**src/rtl/therm_rr_arb_pkg.sv**
```systemverilog
// -----------------------------------------------------------------------------
// therm_rr_arb_pkg
// Shared types and helpers for the thermometer-mask round-robin arbiter.
// The helpers work on a fixed MAX_N-wide vector. Callers zero-extend their
// N-bit operands and truncate the results back to N bits.
// -----------------------------------------------------------------------------
package therm_rr_arb_pkg;

  localparam int MAX_N   = 64;
  localparam int MAX_IDW = 6;

  typedef enum logic {
    IDLE = 1'b0,
    BUSY = 1'b1
  } state_e;

  // Isolate the lowest set bit (two's-complement trick). Zero in gives zero out.
  function automatic logic [MAX_N-1:0] lowest_set(input logic [MAX_N-1:0] v);
    return v & (~v + 64'd1);
  endfunction

  // Binary index of a one-hot vector. An all-zero input returns 0.
  function automatic logic [MAX_IDW-1:0] onehot_to_bin(input logic [MAX_N-1:0] oh);
    logic [MAX_IDW-1:0] b;
    b = '0;
    for (int k = 0; k < MAX_N; k++) begin
      if (oh[k]) b = b | MAX_IDW'(k);
    end
    return b;
  endfunction

  // Priority mask after granting idx: bits above idx set, bits 0..idx clear.
  function automatic logic [MAX_N-1:0] gen_mask(input logic [MAX_IDW-1:0] idx);
    logic [MAX_N-1:0] m;
    m = '0;
    for (int k = 0; k < MAX_N; k++) begin
      m[k] = (k > int'(idx));
    end
    return m;
  endfunction

endpackage

```
**src/rtl/therm_rr_arb_if.sv**
```systemverilog
// -----------------------------------------------------------------------------
// therm_rr_arb_if
// Request/grant bundle of the arbiter.
//   i_req      : request vector, bit k = requester k
//   i_done     : current owner releases the resource
//   o_gnt_vld  : a grant is active
//   o_gnt      : one-hot grant, zero when idle
//   o_gnt_id   : binary index of the granted requester, zero when idle
//   o_mask_err : sticky flag, the priority mask left thermometer form
// The slave modport is the arbiter side. The master modport is the requester
// side.
// -----------------------------------------------------------------------------
interface therm_rr_arb_if #(
  parameter int N = 8
) ();
  localparam int IDW = $clog2(N);

  logic [N-1:0]   i_req;
  logic           i_done;
  logic           o_gnt_vld;
  logic [N-1:0]   o_gnt;
  logic [IDW-1:0] o_gnt_id;
  logic           o_mask_err;

  modport slave (
    input  i_req, i_done,
    output o_gnt_vld, o_gnt, o_gnt_id, o_mask_err
  );

  modport master (
    output i_req, i_done,
    input  o_gnt_vld, o_gnt, o_gnt_id, o_mask_err
  );
endinterface

```
**src/rtl/therm_rr_arb_mask_chk.sv**
```systemverilog
// -----------------------------------------------------------------------------
// therm_rr_arb_mask_chk
// Purely combinational shape check of the priority mask.
//   mask_i     : N-bit priority mask
//   is_legal_o : 1 when the mask has the form 1..10..0 (MSB-aligned), which
//                includes all-ones and all-zeros
// The complement of a legal mask is a block of low ones. Adding one to such a
// block clears every bit of it, so the AND with the complement is zero.
// -----------------------------------------------------------------------------
module therm_rr_arb_mask_chk #(
  parameter int N = 8
) (
  input  logic [N-1:0] mask_i,
  output logic         is_legal_o
);
  logic [N-1:0] inv;

  always_comb begin
    inv        = ~mask_i;
    is_legal_o = (((inv + N'(1)) & inv) == '0);
  end
endmodule

```
**src/rtl/therm_rr_arb.sv**
```systemverilog
// -----------------------------------------------------------------------------
// therm_rr_arb
// Round-robin arbiter for N requesters sharing one resource. Rotating priority
// is held as a thermometer mask. The grant is registered and held until the
// owner raises i_done. Hand-over to the next requester happens back to back.
//   clk  : clock
//   arst : asynchronous, active-high reset
//   bus  : therm_rr_arb_if.slave (requests, done, grant outputs, mask error)
// -----------------------------------------------------------------------------
module therm_rr_arb
  import therm_rr_arb_pkg::*;
#(
  parameter int N             = 8,
  parameter bit P_MASK_CHK_EN = 1'b1
) (
  input  logic          clk,
  input  logic          arst,
  therm_rr_arb_if.slave bus
);
  localparam int IDW = $clog2(N);

  state_e         state_q, state_d;
  logic [N-1:0]   mask_q,  mask_d;
  logic [N-1:0]   gnt_q,   gnt_d;
  logic [IDW-1:0] id_q,    id_d;

  logic [MAX_N-1:0]   req_w, msk_w, hit_w, win_w;
  logic [MAX_IDW-1:0] win_idx;
  logic               any_req;
  logic               load;
  logic               rel;

  // Arbitration: masked requests win first. When none remain, fall back to the
  // raw requests, which wraps priority back to requester 0.
  always_comb begin
    req_w   = MAX_N'(bus.i_req);
    msk_w   = MAX_N'(mask_q);
    hit_w   = req_w & msk_w;
    any_req = |bus.i_req;
    win_w   = (hit_w != '0) ? lowest_set(hit_w) : lowest_set(req_w);
    win_idx = onehot_to_bin(win_w);
  end

  // State register; grant and mask registers share the same reset.
  always_ff @(posedge clk or posedge arst) begin
    if (arst) begin
      state_q <= IDLE;
      mask_q  <= '1;
      gnt_q   <= '0;
      id_q    <= '0;
    end else begin
      state_q <= state_d;
      mask_q  <= mask_d;
      gnt_q   <= gnt_d;
      id_q    <= id_d;
    end
  end

  // Next-state logic. i_done is ignored while IDLE.
  always_comb begin
    state_d = state_q;
    case (state_q)
      IDLE:    if (any_req) state_d = BUSY;
      BUSY:    if (bus.i_done && !any_req) state_d = IDLE;
      default: state_d = IDLE;
    endcase
  end

  // Output/datapath logic. A grant is loaded from IDLE, or on completion with
  // requests pending. The mask only moves when a grant is loaded.
  always_comb begin
    load   = any_req && ((state_q == IDLE) || bus.i_done);
    rel    = (state_q == BUSY) && bus.i_done && !any_req;
    gnt_d  = gnt_q;
    id_d   = id_q;
    mask_d = mask_q;
    if (load) begin
      gnt_d  = N'(win_w);
      id_d   = IDW'(win_idx);
      mask_d = N'(gen_mask(win_idx));
    end else if (rel) begin
      gnt_d  = '0;
      id_d   = '0;
    end
  end

  assign bus.o_gnt_vld = (state_q == BUSY);
  assign bus.o_gnt     = gnt_q;
  assign bus.o_gnt_id  = id_q;

  generate
    if (P_MASK_CHK_EN) begin : g_chk
      logic mask_legal;
      logic mask_err_q;

      therm_rr_arb_mask_chk #(.N(N)) u_mask_chk (
        .mask_i     (mask_q),
        .is_legal_o (mask_legal)
      );

      // Sticky until reset; arbitration is not affected by it.
      always_ff @(posedge clk or posedge arst) begin
        if (arst) mask_err_q <= 1'b0;
        else      mask_err_q <= mask_err_q | ~mask_legal;
      end

      assign bus.o_mask_err = mask_err_q;
    end else begin : g_nochk
      assign bus.o_mask_err = 1'b0;
    end
  endgenerate

endmodule

```
**src/flat_wrapper.sv**
```systemverilog
// flat-port wrapper written by rule: the top's interface ports become plain ports
module therm_rr_arb_flat import therm_rr_arb_pkg::*;
#(
  parameter int N             = 8,
  parameter bit P_MASK_CHK_EN = 1'b1
)
  (clk, arst, bus_i_req, bus_i_done, bus_o_gnt_vld, bus_o_gnt, bus_o_gnt_id, bus_o_mask_err);
  therm_rr_arb_if #(.N(N)) bus_i ();
  input  logic clk;
  input  logic arst;
  input wire logic [$bits(bus_i.i_req)-1:0] bus_i_req;
  input wire logic [$bits(bus_i.i_done)-1:0] bus_i_done;
  output wire logic [$bits(bus_i.o_gnt_vld)-1:0] bus_o_gnt_vld;
  output wire logic [$bits(bus_i.o_gnt)-1:0] bus_o_gnt;
  output wire logic [$bits(bus_i.o_gnt_id)-1:0] bus_o_gnt_id;
  output wire logic [$bits(bus_i.o_mask_err)-1:0] bus_o_mask_err;
  assign bus_i.i_req = bus_i_req;
  assign bus_i.i_done = bus_i_done;
  assign bus_o_gnt_vld = bus_i.o_gnt_vld;
  assign bus_o_gnt = bus_i.o_gnt;
  assign bus_o_gnt_id = bus_i.o_gnt_id;
  assign bus_o_mask_err = bus_i.o_mask_err;
  therm_rr_arb #(.N(N), .P_MASK_CHK_EN(P_MASK_CHK_EN)) u_core (.clk(clk), .arst(arst), .bus(bus_i));
endmodule
```
**config.mk**
```make
export PLATFORM = sky130hd
export DESIGN_NAME = therm_rr_arb_flat
export DESIGN_NICKNAME = d
export VERILOG_FILES = /design/src/rtl/therm_rr_arb_pkg.sv /design/src/rtl/therm_rr_arb_if.sv /design/src/rtl/therm_rr_arb_mask_chk.sv /design/src/rtl/therm_rr_arb.sv /design/src/flat_wrapper.sv
export SDC_FILE = /design/constraint.sdc
export NUM_CORES = 1
export LEC_CHECK = 0
export ABC_AREA = 1
export CORE_ASPECT_RATIO = 0.6
export CORE_UTILIZATION = 40
export CTS_BUF_LIST = sky130_fd_sc_hd__clkbuf_2 sky130_fd_sc_hd__clkbuf_4 sky130_fd_sc_hd__clkbuf_8
export DETAILED_ROUTE_END_ITERATION = 12
export GPL_TIMING_DRIVEN = 1
export MAX_ROUTING_LAYER = met4
export PLACE_DENSITY_LB_ADDON = 0.2
export SKIP_CTS_REPAIR_TIMING = 1
export SYNTH_ARGS = -nofsm -noshare
export SYNTH_HDL_FRONTEND = slang
export SYNTH_HIERARCHICAL = 1
export SYNTH_SLANG_ARGS = --single-unit
```
**constraint.sdc**
```tcl
create_clock -name clk -period 1.55 [get_ports clk]
set_clock_uncertainty 0.1 [all_clocks]
set_input_delay 0.31 -clock clk [delete_from_list [all_inputs] [get_ports clk]]
set_output_delay 0.31 -clock clk [all_outputs]
set_load 0.01 [all_outputs]
```
Word level (Yosys, flattened, before mapping)
Index checks and enable logic that the tools add are counted.
- register bits: 21
- input bits: 11
- eq/ne operators: 2
- order comparisons: 7
- muxes and demuxes: 75
- $add $sub $neg: 3
- bitwise operators: 10
- reduce and logical (&&, ||, !) cells: 11
- operator list (cell ; count):
    $mux 6 ; 32
    $add 64x1->64 const B ; 2
    $mux 5 ; 16
    $and 64x64->64 ; 1
    $and 8x64->64 ; 1
    $mux 64 ; 1
    $not 64->64 ; 1
    $not 8->64 ; 1
    $reduce_bool 64->1 ; 1
    $mux 4 ; 8
    $gt 3x6->1 const A ; 4
    $mux 8 ; 3
    $mux 3 ; 7
    $and 8x8->8 ; 2
    $gt 2x6->1 const A ; 2
    $add 8x1->8 const B ; 1
    $logic_not 8->1 ; 1
    $not 8->8 ; 1
    $reduce_or 8->1 ; 1
    $gt 1x6->1 const A ; 1
    $mux 1 ; 5
    $logic_and 1x1->1 ; 4
    $mux 2 ; 2
    $ne 3x1->1 const B ; 1
    8 further kinds ; 9

Depth between registers and ports, before layout
Gate-level depths: netlist of the first run.
- word-level depth: 69
- mapped depth: 10

By module
Netlist of the first run, hierarchy kept.
- by module, submodules not included (module ; instances ; cells each ; sequential area each (µm²) ; area each (µm²)):
    therm_rr_arb ; 1 ; 148 ; 535.5 ; 1157.4
    therm_rr_arb_mask_chk ; 1 ; 13 ; 0.0 ; 52.6

Least setup slack after synthesis of the first run
No wires, ideal clock.
- path type: register to register
- start: register u_core.mask_q[1]
- end: register u_core.mask_q[3]
- arrival time: 1.269 ns
- required time: 1.390 ns
- cell stages (with the launch flop): 11
- setup time: 0.060 ns
- setup slack: 0.121 ns
- cell sequence: dfstp_2 > nand2_1 > nand2_2 > nor2_4 > nand3b_1 > o21ai_2 > nor2_4 > nand2_2 > nor2_1 > nand2_1 > nand2_1
- longest elaborated chain between the ends: 69
- elaborated cells between the ends (all ways): 70
- ends and longest elaborated chain (item ; RTL line ; source):
    from (decl) ; therm_rr_arb.sv:23 ; logic [N-1:0] mask_q, mask_d;
    from (signal assigned) ; therm_rr_arb.sv:53 ; mask_q <= mask_d;
    $and 8x8->8 * ; therm_rr_arb.sv:38 ; hit_w = req_w & msk_w;
    $not 64->64 ; therm_rr_arb_pkg.sv:19 ; return v & (~v + 64'd1);
    $add 64x1->64 ; therm_rr_arb_pkg.sv:19 ;
    $and 64x64->64 ; therm_rr_arb_pkg.sv:19 ;
    $mux 64 * ; therm_rr_arb.sv:40 ; win_w = (hit_w != '0) ? lowest_set(hit_w) : lowest_set(req_w);
    $mux 1 ; therm_rr_arb_pkg.sv:27 ; if (oh[k]) b = b | MAX_IDW'(k);
    $mux 2 (2 in series) ; therm_rr_arb_pkg.sv:27 ;
    $mux 3 (4 in series) ; therm_rr_arb_pkg.sv:27 ;
    $mux 4 (8 in series) ; therm_rr_arb_pkg.sv:27 ;
    $mux 5 (16 in series) ; therm_rr_arb_pkg.sv:27 ;
    $mux 6 (31 in series) ; therm_rr_arb_pkg.sv:27 ;
    $mux 6 * ; therm_rr_arb_pkg.sv:27 ;
    $gt 2x6->1 * ; therm_rr_arb_pkg.sv:37 ; m[k] = (k > int'(idx));
Mark *: on every way between the ends. The rest lies on a longest branch, timed or not.
A chain may end at the register's enable or synchronous reset.

Final worst setup path of the first run
- start: register u_core.mask_q[6]
- end: register u_core.mask_q[3]
- longest elaborated chain between the ends: 67
- elaborated cells between the ends (all ways): 70
- ends and longest elaborated chain (item ; RTL line):
    $and 8x8->8 * ; therm_rr_arb.sv:38
    parallel branches: the longest is 1 deep, another holds $add 64x1->64 ; --
    $mux 64 * ; therm_rr_arb.sv:40
    $mux 1 ; therm_rr_arb_pkg.sv:27
    $mux 2 (2 in series) ; therm_rr_arb_pkg.sv:27
    $mux 3 (4 in series) ; therm_rr_arb_pkg.sv:27
    $mux 4 (8 in series) ; therm_rr_arb_pkg.sv:27
    $mux 5 (16 in series) ; therm_rr_arb_pkg.sv:27
    $mux 6 (31 in series) ; therm_rr_arb_pkg.sv:27
    $mux 6 * ; therm_rr_arb_pkg.sv:27
    $gt 2x6->1 * ; therm_rr_arb_pkg.sv:37
Every way passes the cells marked *.

==> impl_metrics.json, run 1 <==
{
  "status": "finished, violations left",
  "failed_checks": "setup timing",
  "antenna_left": 0,
  "pwr-share-comb_pct": 51.7,
  "ioPinCount": 24,
  "die_y_um": 44.6,
  "via_count": 1274,
  "power.density_nw_per_um2": 1280,
  "yosysWarnings": 6,
  "synth_compound_area_share_pct": 9.31,
  "critPathLaunchType": "register",
  "p_seq_share_pct": 33.9,
  "critPathTopFamily": "simple AND/OR/NAND/NOR gates",
  "switchingPower_w": 0.000958,
  "slowest_delay_ns": 0.54,
  "cts_tree": "built",
  "track_usage_pct": 21.9,
  "pwr-share-clk_pct": 14.5,
  "hold_violations": 0,
  "cp_cell_sequence": "nand2_2 -> buf_4 -> nand2_1 -> nor2_1 -> nand2_1 -> a21oi_4 -> nor2_4 -> nand2_2 -> nand2_1 -> nand2_1 -> nand2_1",
  "die_width_um": 73,
  "antenna_found_initial": 0,
  "clock-root-buffer": "clkbuf_8",
  "synthesis.area_um2": 1210,
  "clkTransAtPathRegs_ns": 0.08,
  "grt_start_max_net_pins": 22,
  "synth_top_family_by_area": "simple AND/OR/NAND/NOR gates",
  "drv_slew": 0,
  "netlist_instances": 161,
  "syn_area_per_cell_um2": 7.51,
  "synth_area_leaders": "dfrtp_1 (27%), nand2_1 (19%), dfstp_2 (17%), nor2_1 (5.6%), inv_1 (4.7%)",
  "grt-busiest-layer": "met1",
  "detail_route.vias_per_cell": 4.83,
  "rsz0062_at_grt": "yes",
  "cp.required_ns": 1.66,
  "cp.arrival_ns": 1.72,
  "critical_path_class": "register to register",
  "yosysTopAreaCellShare_pct": 26.9,
  "yosysSeqAreaShare_pct": 44.3,
  "cts_buffers": 3,
  "syn_nets": 172,
  "port_buffers": 23,
  "crit_top_cell": "nand2_1",
  "core_um2": 2870,
  "swShare_pct": 38.3,
  "initial_core_util_pct": 42.1,
  "clk_path_buf_depth": 2,
  "drive_gt1_share_pct": 39.6,
  "maxSlewHeadroom_pct": 82.8,
  "wl_um": 3290,
  "cp-end-kind": "register",
  "synthAdderAreaFrac_pct": 0,
  "n_fill_cell": 250,
  "hold_class": "primary input to asynchronous set/reset pin",
  "clock_sinks": 21,
  "internal_power_w": 0.00154,
  "path_max_fanout": 4,
  "final.min_clock_period_ns": 1.61,
  "p_leak_nw": 1.19,
  "synth_cell_types": 24,
  "setup_ws_ns": -0.0594,
  "critical_path_buf_inv_count": 1,
  "ir_drop_v": 0.000651,
  "cpMaxStageDelayCell": "dfstp_2",
  "drcViolationCount": 0,
  "grt_pass1_wl_um": 5110,
  "setup_viol": 7,
  "worst_pin_slew_ns": 0.258,
  "period_share_pct": 104,
  "fin_nets": 234,
  "gr-usage-met3_pct": 4.78,
  "drtPass1Iterations": 4,
  "place_congestion": 0.968,
  "clock_latency_ns": 0.26,
  "ys_ff_latch": 21,
  "hpwl_um": 2460,
  "maxCapViolations": 0,
  "stdcell_count": 264,
  "synth_mux_area_share_pct": 0,
  "grtUsageMet2_pct": 30.7,
  "synth_top_area_cell": "dfrtp_1",
  "synth_xor_xnor_area_share_pct": 0,
  "first_iter_violations": 89,
  "synth_simple_gate_area_share_pct": 39.6,
  "row_count": 15,
  "grt_pass1_vias": 1121,
  "n_antenna_cell": 0,
  "dp_slack_ns": -0.512,
  "grt_util_met1_pct": 32.2,
  "die_area_um2": 3260,
  "numPlacedInstances": 259,
  "htree_levels": 1,
  "grt-ovfl-total": 0,
  "fmax_mhz": 621,
  "area_delta_synth_final_pct": 61.5,
  "post_drt_wl_per_cell_um": 12.4
}
[cell usage after synthesis]
| library cell | n |
|---|---|
| a21oi_1 | 1 |
| a21oi_2 | 1 |
| a22o_1 | 5 |
| buf_4 | 1 |
| buf_6 | 1 |
| clkinv_1 | 1 |
| dfrtp_1 | 13 |
| dfstp_2 | 8 |
| inv_1 | 15 |
| inv_2 | 1 |
| nand2_1 | 61 |
| nand2_2 | 5 |
| nand2_4 | 1 |
| nand3_1 | 9 |
| nand3b_1 | 1 |
| nand4_1 | 3 |
| nor2_1 | 18 |
| nor2_2 | 3 |
| nor2_4 | 3 |
| nor3_4 | 1 |
| o21a_1 | 1 |
| o21ai_0 | 1 |
| o21ai_1 | 5 |
| o21ai_2 | 2 |
[worst reg2reg max path: stages (launching register included)]
cell	delay (ns)
dfstp_2	0.54
nand2_2	0.06
buf_4	0.14
nand2_1	0.07
nor2_1	0.04
nand2_1	0.12
a21oi_4	0.06
nor2_4	0.14
nand2_2	0.10
nand2_1	0.07
nand2_1	0.06
nand2_1	0.05
[worst paths after layout]
check	slack, ns	cells after the start	endpoint	startpoint
setup / recovery	-0.06	11	u_core/mask_q[3]	u_core/mask_q[6]
hold / removal	0.28	3	u_core/bus.o_gnt[0]	arst
setup reg to reg	-0.06	11	u_core/mask_q[3]	u_core/mask_q[6]
hold reg to reg	0.36	2	u_core/bus.o_mask_err	u_core/bus.o_mask_err
max in group asynchronous	0.81	3	u_core/mask_q[7]	arst
min in group clk	0.36	2	u_core/bus.o_mask_err	u_core/bus.o_mask_err
[layer usage]
metal | routed length, um | up-vias
met5 | 0 | -
met4 | 23 | 0
met3 | 204 | 5
met2 | 1440 | 39
met1 | 1620 | 599
li1 | - | 631
[stage by stage]
step / setup TNS, ns / hold slack [ns] / instance area [um^2] / total power, W / utilization (%)
after CTS: -2.96 / 0.287 / 1800 / 0.00239 / 62.5
after global placement: -7.48 / 0.343 / 1750 / 0.00201 / 60.9
after global routing: -0.995 / 0.322 / 1950 / 0.00266 / 68.1
after detailed placement: -7.88 / 0.354 / 1750 / 0.00202 / 60.9
after floorplan: 0 / 0.181 / 1210 / 0.00144 / -
final: -0.199 / 0.275 / 1950 / 0.00250 / 68.1
[cell usage in the layout, fill, tap and decap left out, drive strengths merged]
cell           netlist  routed
clkbuf               0       3
o21ai                8       8
nor3                 1       1
nand2               67      67
nor2                24      24
o21a                 1       1
dfrtp               13      13
nand3                9       9
a22o                 5       5
inv                 16      17
clkinv               1       1
clkdlybuf4s50        0       2
buf                  2      36
nand4                3       3
dfstp                8       8
nand3b               1       1
a21oi                2       2
dlymetal6s2s         0      21
[power groups by stage]
stage	clock network [W]	logic, W	registers [W]
2_1_floorplan	0	0.000548	0.000897
3_3_place_gp	0	0.00116	0.000847
3_5_place_dp	0	0.00117	0.000852
4_1_cts	0.000370	0.00118	0.000845
5_1_grt	0.000387	0.00141	0.000861
6_report	0.000362	0.00129	0.000847
[state kept, by name, indices dropped and copies added (netlist names)]
name                   count
u_core/bus.o_gnt           8
u_core/mask_q              8
u_core/bus.o_gnt_id        3
u_core/bus.o_gnt_vld       1
u_core/bus.o_mask_err      1
[logic make-up after synthesis]
group / count (synthesis)
AND/OR/NAND/NOR: 105
AO/OA/AOI/OAI: 16
flip-flops: 21
buffers and inverters: 19
[layout make-up]
class	count	area, um^2	area share [%]
Multi-Input combinational cell	121	687	35.1
Tap cell	42	52.6	2.69
Clock buffer	3	41.3	2.11
Clock inverter	1	5.00	0.256
Inverter	17	63.8	3.27
Sequential cell	21	536	27.4
Timing Repair Buffer	59	569	29.1
No activity file was read; power rests on OpenSTA's default activity.
==> run 2: changes to the inputs <==
==> constraint.sdc (replaced) <==
create_clock -name clk -period 1.55 [get_ports clk]
set_clock_uncertainty 0.1 [all_clocks]
set_input_delay 0.31 -clock clk [delete_from_list [all_inputs] [get_ports clk]]
set_output_delay 0.31 -clock clk [all_outputs]
set_load 0.1 [all_outputs]
==> impl_metrics.json, run 2 (synthesis gave the netlist of run 1 again) <==
{
  "maxCapViolations": 0,
  "swShare_pct": 48.0,
  "cpMaxStageDelayCell": "dfstp_2",
  "worst_pin_slew_ns": 0.264,
  "crit_top_cell": "nand2_1",
  "fin_nets": 231,
  "clock-root-buffer": "clkbuf_8",
  "maxSlewHeadroom_pct": 82.4,
  "internal_power_w": 0.00176,
  "drtPass1Iterations": 4,
  "cp.depth": 11,
  "wl_um": 3490,
  "cp.arrival_ns": 1.74,
  "core_um2": 2870,
  "ioPinCount": 24,
  "slowest_delay_ns": 0.54,
  "critPathLaunchType": "register",
  "status": "finished, violations left",
  "dp_slack_ns": -0.496,
  "cp.required_ns": 1.66,
  "first_iter_violations": 88,
  "switchingPower_w": 0.00163,
  "r2r_start": "u_core/mask_q[4]",
  "setup_ws_ns": -0.0879,
  "fmax_mhz": 611,
  "p_leak_nw": 1.08,
  "grt_start_max_net_pins": 22,
  "n_fill_cell": 233,
  "p_seq_share_pct": 26.3,
  "critPathTopFamily": "simple AND/OR/NAND/NOR gates",
  "ir_drop_v": 0.00118,
  "port_buffers": 23,
  "critical_path_class": "register to register",
  "clkTransAtPathRegs_ns": 0.08,
  "most-common-layout-cells": "nand2_1 (49), buf_4 (28), nand2_2 (16)",
  "detail_route.vias_per_cell": 4.82,
  "cts_tree": "built",
  "grt_pass1_wl_um": 5430,
  "cp_cell_sequence": "nand2_2 -> buf_6 -> nand2_1 -> nor2_1 -> nand2_1 -> a21oi_4 -> nor2_4 -> nand2_2 -> nand2_1 -> nand2_1 -> nand2_1",
  "die_area_um2": 3260,
  "grt_pass1_vias": 1143,
  "die_width_um": 73,
  "critical_path_buf_inv_count": 1,
  "place_congestion": 0.977,
  "cts_buffers": 3,
  "die_y_um": 44.6,
  "antenna_found_initial": 0,
  "n_antenna_cell": 0,
  "via_count": 1259,
  "track_usage_pct": 23.3,
  "drv_slew": 0,
  "cp-end-kind": "register",
  "grt-busiest-layer": "met2",
  "power.density_nw_per_um2": 1670,
  "crit_path_start": "u_core/mask_q[4]",
  "hpwl_um": 2510,
  "period_share_pct": 106,
  "grt_util_met1_pct": 33.0,
  "rsz0062_at_grt": "yes",
  "gr-usage-met3_pct": 5.01,
  "drcViolationCount": 0,
  "clock_sinks": 21,
  "htree_levels": 1,
  "hold_class": "primary input to asynchronous set/reset pin",
  "hold_violations": 0,
  "setup_viol": 7,
  "clock_latency_ns": 0.26,
  "crit_end": "u_core/mask_q[5]",
  "drive_gt1_share_pct": 43.8,
  "clk_path_buf_depth": 2,
  "initial_core_util_pct": 42.1,
  "row_count": 15,
  "path_max_fanout": 4,
  "post_drt_wl_per_cell_um": 13.4,
  "pwr-share-comb_pct": 63.2,
  "area_delta_synth_final_pct": 67.3,
  "r2r_setup_slack_ns": -0.09,
  "final_common_cell": "nand2_1",
  "grtUsageMet2_pct": 33.3,
  "final.min_clock_period_ns": 1.64,
  "failed_checks": "setup timing",
  "ff2ff_path_depth": 11,
  "finalPower_w": 0.00339,
  "antenna_left": 0,
  "pwr-share-clk_pct": 10.5,
  "grt-ovfl-total": 0,
  "r2r_end": "u_core/mask_q[5]"
}
-- run 2: cell types whose count changed in the layout (fill, tap and decap cells not counted), moves of 4 or more --
| cell | change |
|---|---|
| buf_4 | -6 |
| buf_12 | +12 |
| buf_6 | +4 |
| dlymetal6s2s_1 | -13 |
-- run 2: worst min-delay path, stage by stage --
cell             delay [ns]
clkdlybuf4s50_1        0.40
inv_1                  0.05
buf_4                  0.26
-- run 2: power by group through the flow --
| stage | registers [W] | logic (W) | clock network [W] |
|---|---|---|---|
| 2_1_floorplan | 0.00149 | 0.000549 | 0 |
| 3_3_place_gp | 0.000894 | 0.00195 | 0 |
| 3_5_place_dp | 0.000894 | 0.00197 | 0 |
| 4_1_cts | 0.000885 | 0.00198 | 0.000372 |
| 5_1_grt | 0.000909 | 0.00225 | 0.000384 |
| 6_report | 0.000891 | 0.00214 | 0.000358 |
-- run 2: worst min-delay path by stage --
stage                     slack (ns)                endpoint  cells past startpoint                   from
final                           0.28  u_core/bus.o_gnt_id[1]                      3                   arst
after global routing            0.31  u_core/bus.o_gnt_id[1]                      3                   arst
after CTS                       0.28  u_core/bus.o_gnt_id[1]                      3                   arst
after detailed placement        0.42   u_core/bus.o_mask_err                      2  u_core/bus.o_mask_err
after global placement          0.40   u_core/bus.o_mask_err                      2  u_core/bus.o_mask_err
after floorplan                 0.18     u_core/bus.o_gnt[0]                      1                   arst
-- run 2: stage by stage --
step                TNS, ns  hold WS (ns)  util (%)  std cells  area [um^2]
global placement      -7.12         0.404      64.4        256         1850
finish               -0.334         0.276      70.5        261         2020
CTS                   -2.69         0.278      66.0        260         1890
global route          -1.05         0.306      70.5        261         2020
floorplan                 0         0.181         -        161         1210
detailed placement    -7.68         0.422      64.4        256         1850
-- run 2: final cells by class --
class | count | area [um^2] | area share, %
Inverter | 17 | 63.8 | 3.15
Timing Repair Buffer | 56 | 647 | 32.0
Multi-Input combinational cell | 121 | 676 | 33.4
Sequential cell | 21 | 539 | 26.6
Tap cell | 42 | 52.6 | 2.60
Clock inverter | 1 | 5.00 | 0.247
Clock buffer | 3 | 41.3 | 2.04
-- run 2: layer usage --
metal / vias up / routed length (um) / part of all wire (%)
li1: 621 / - / -
met5: - / 0 / 0
met3: 0 / 192 / 5.5
met4: 0 / 0 / 0
met2: 45 / 1610 / 46
met1: 593 / 1690 / 48
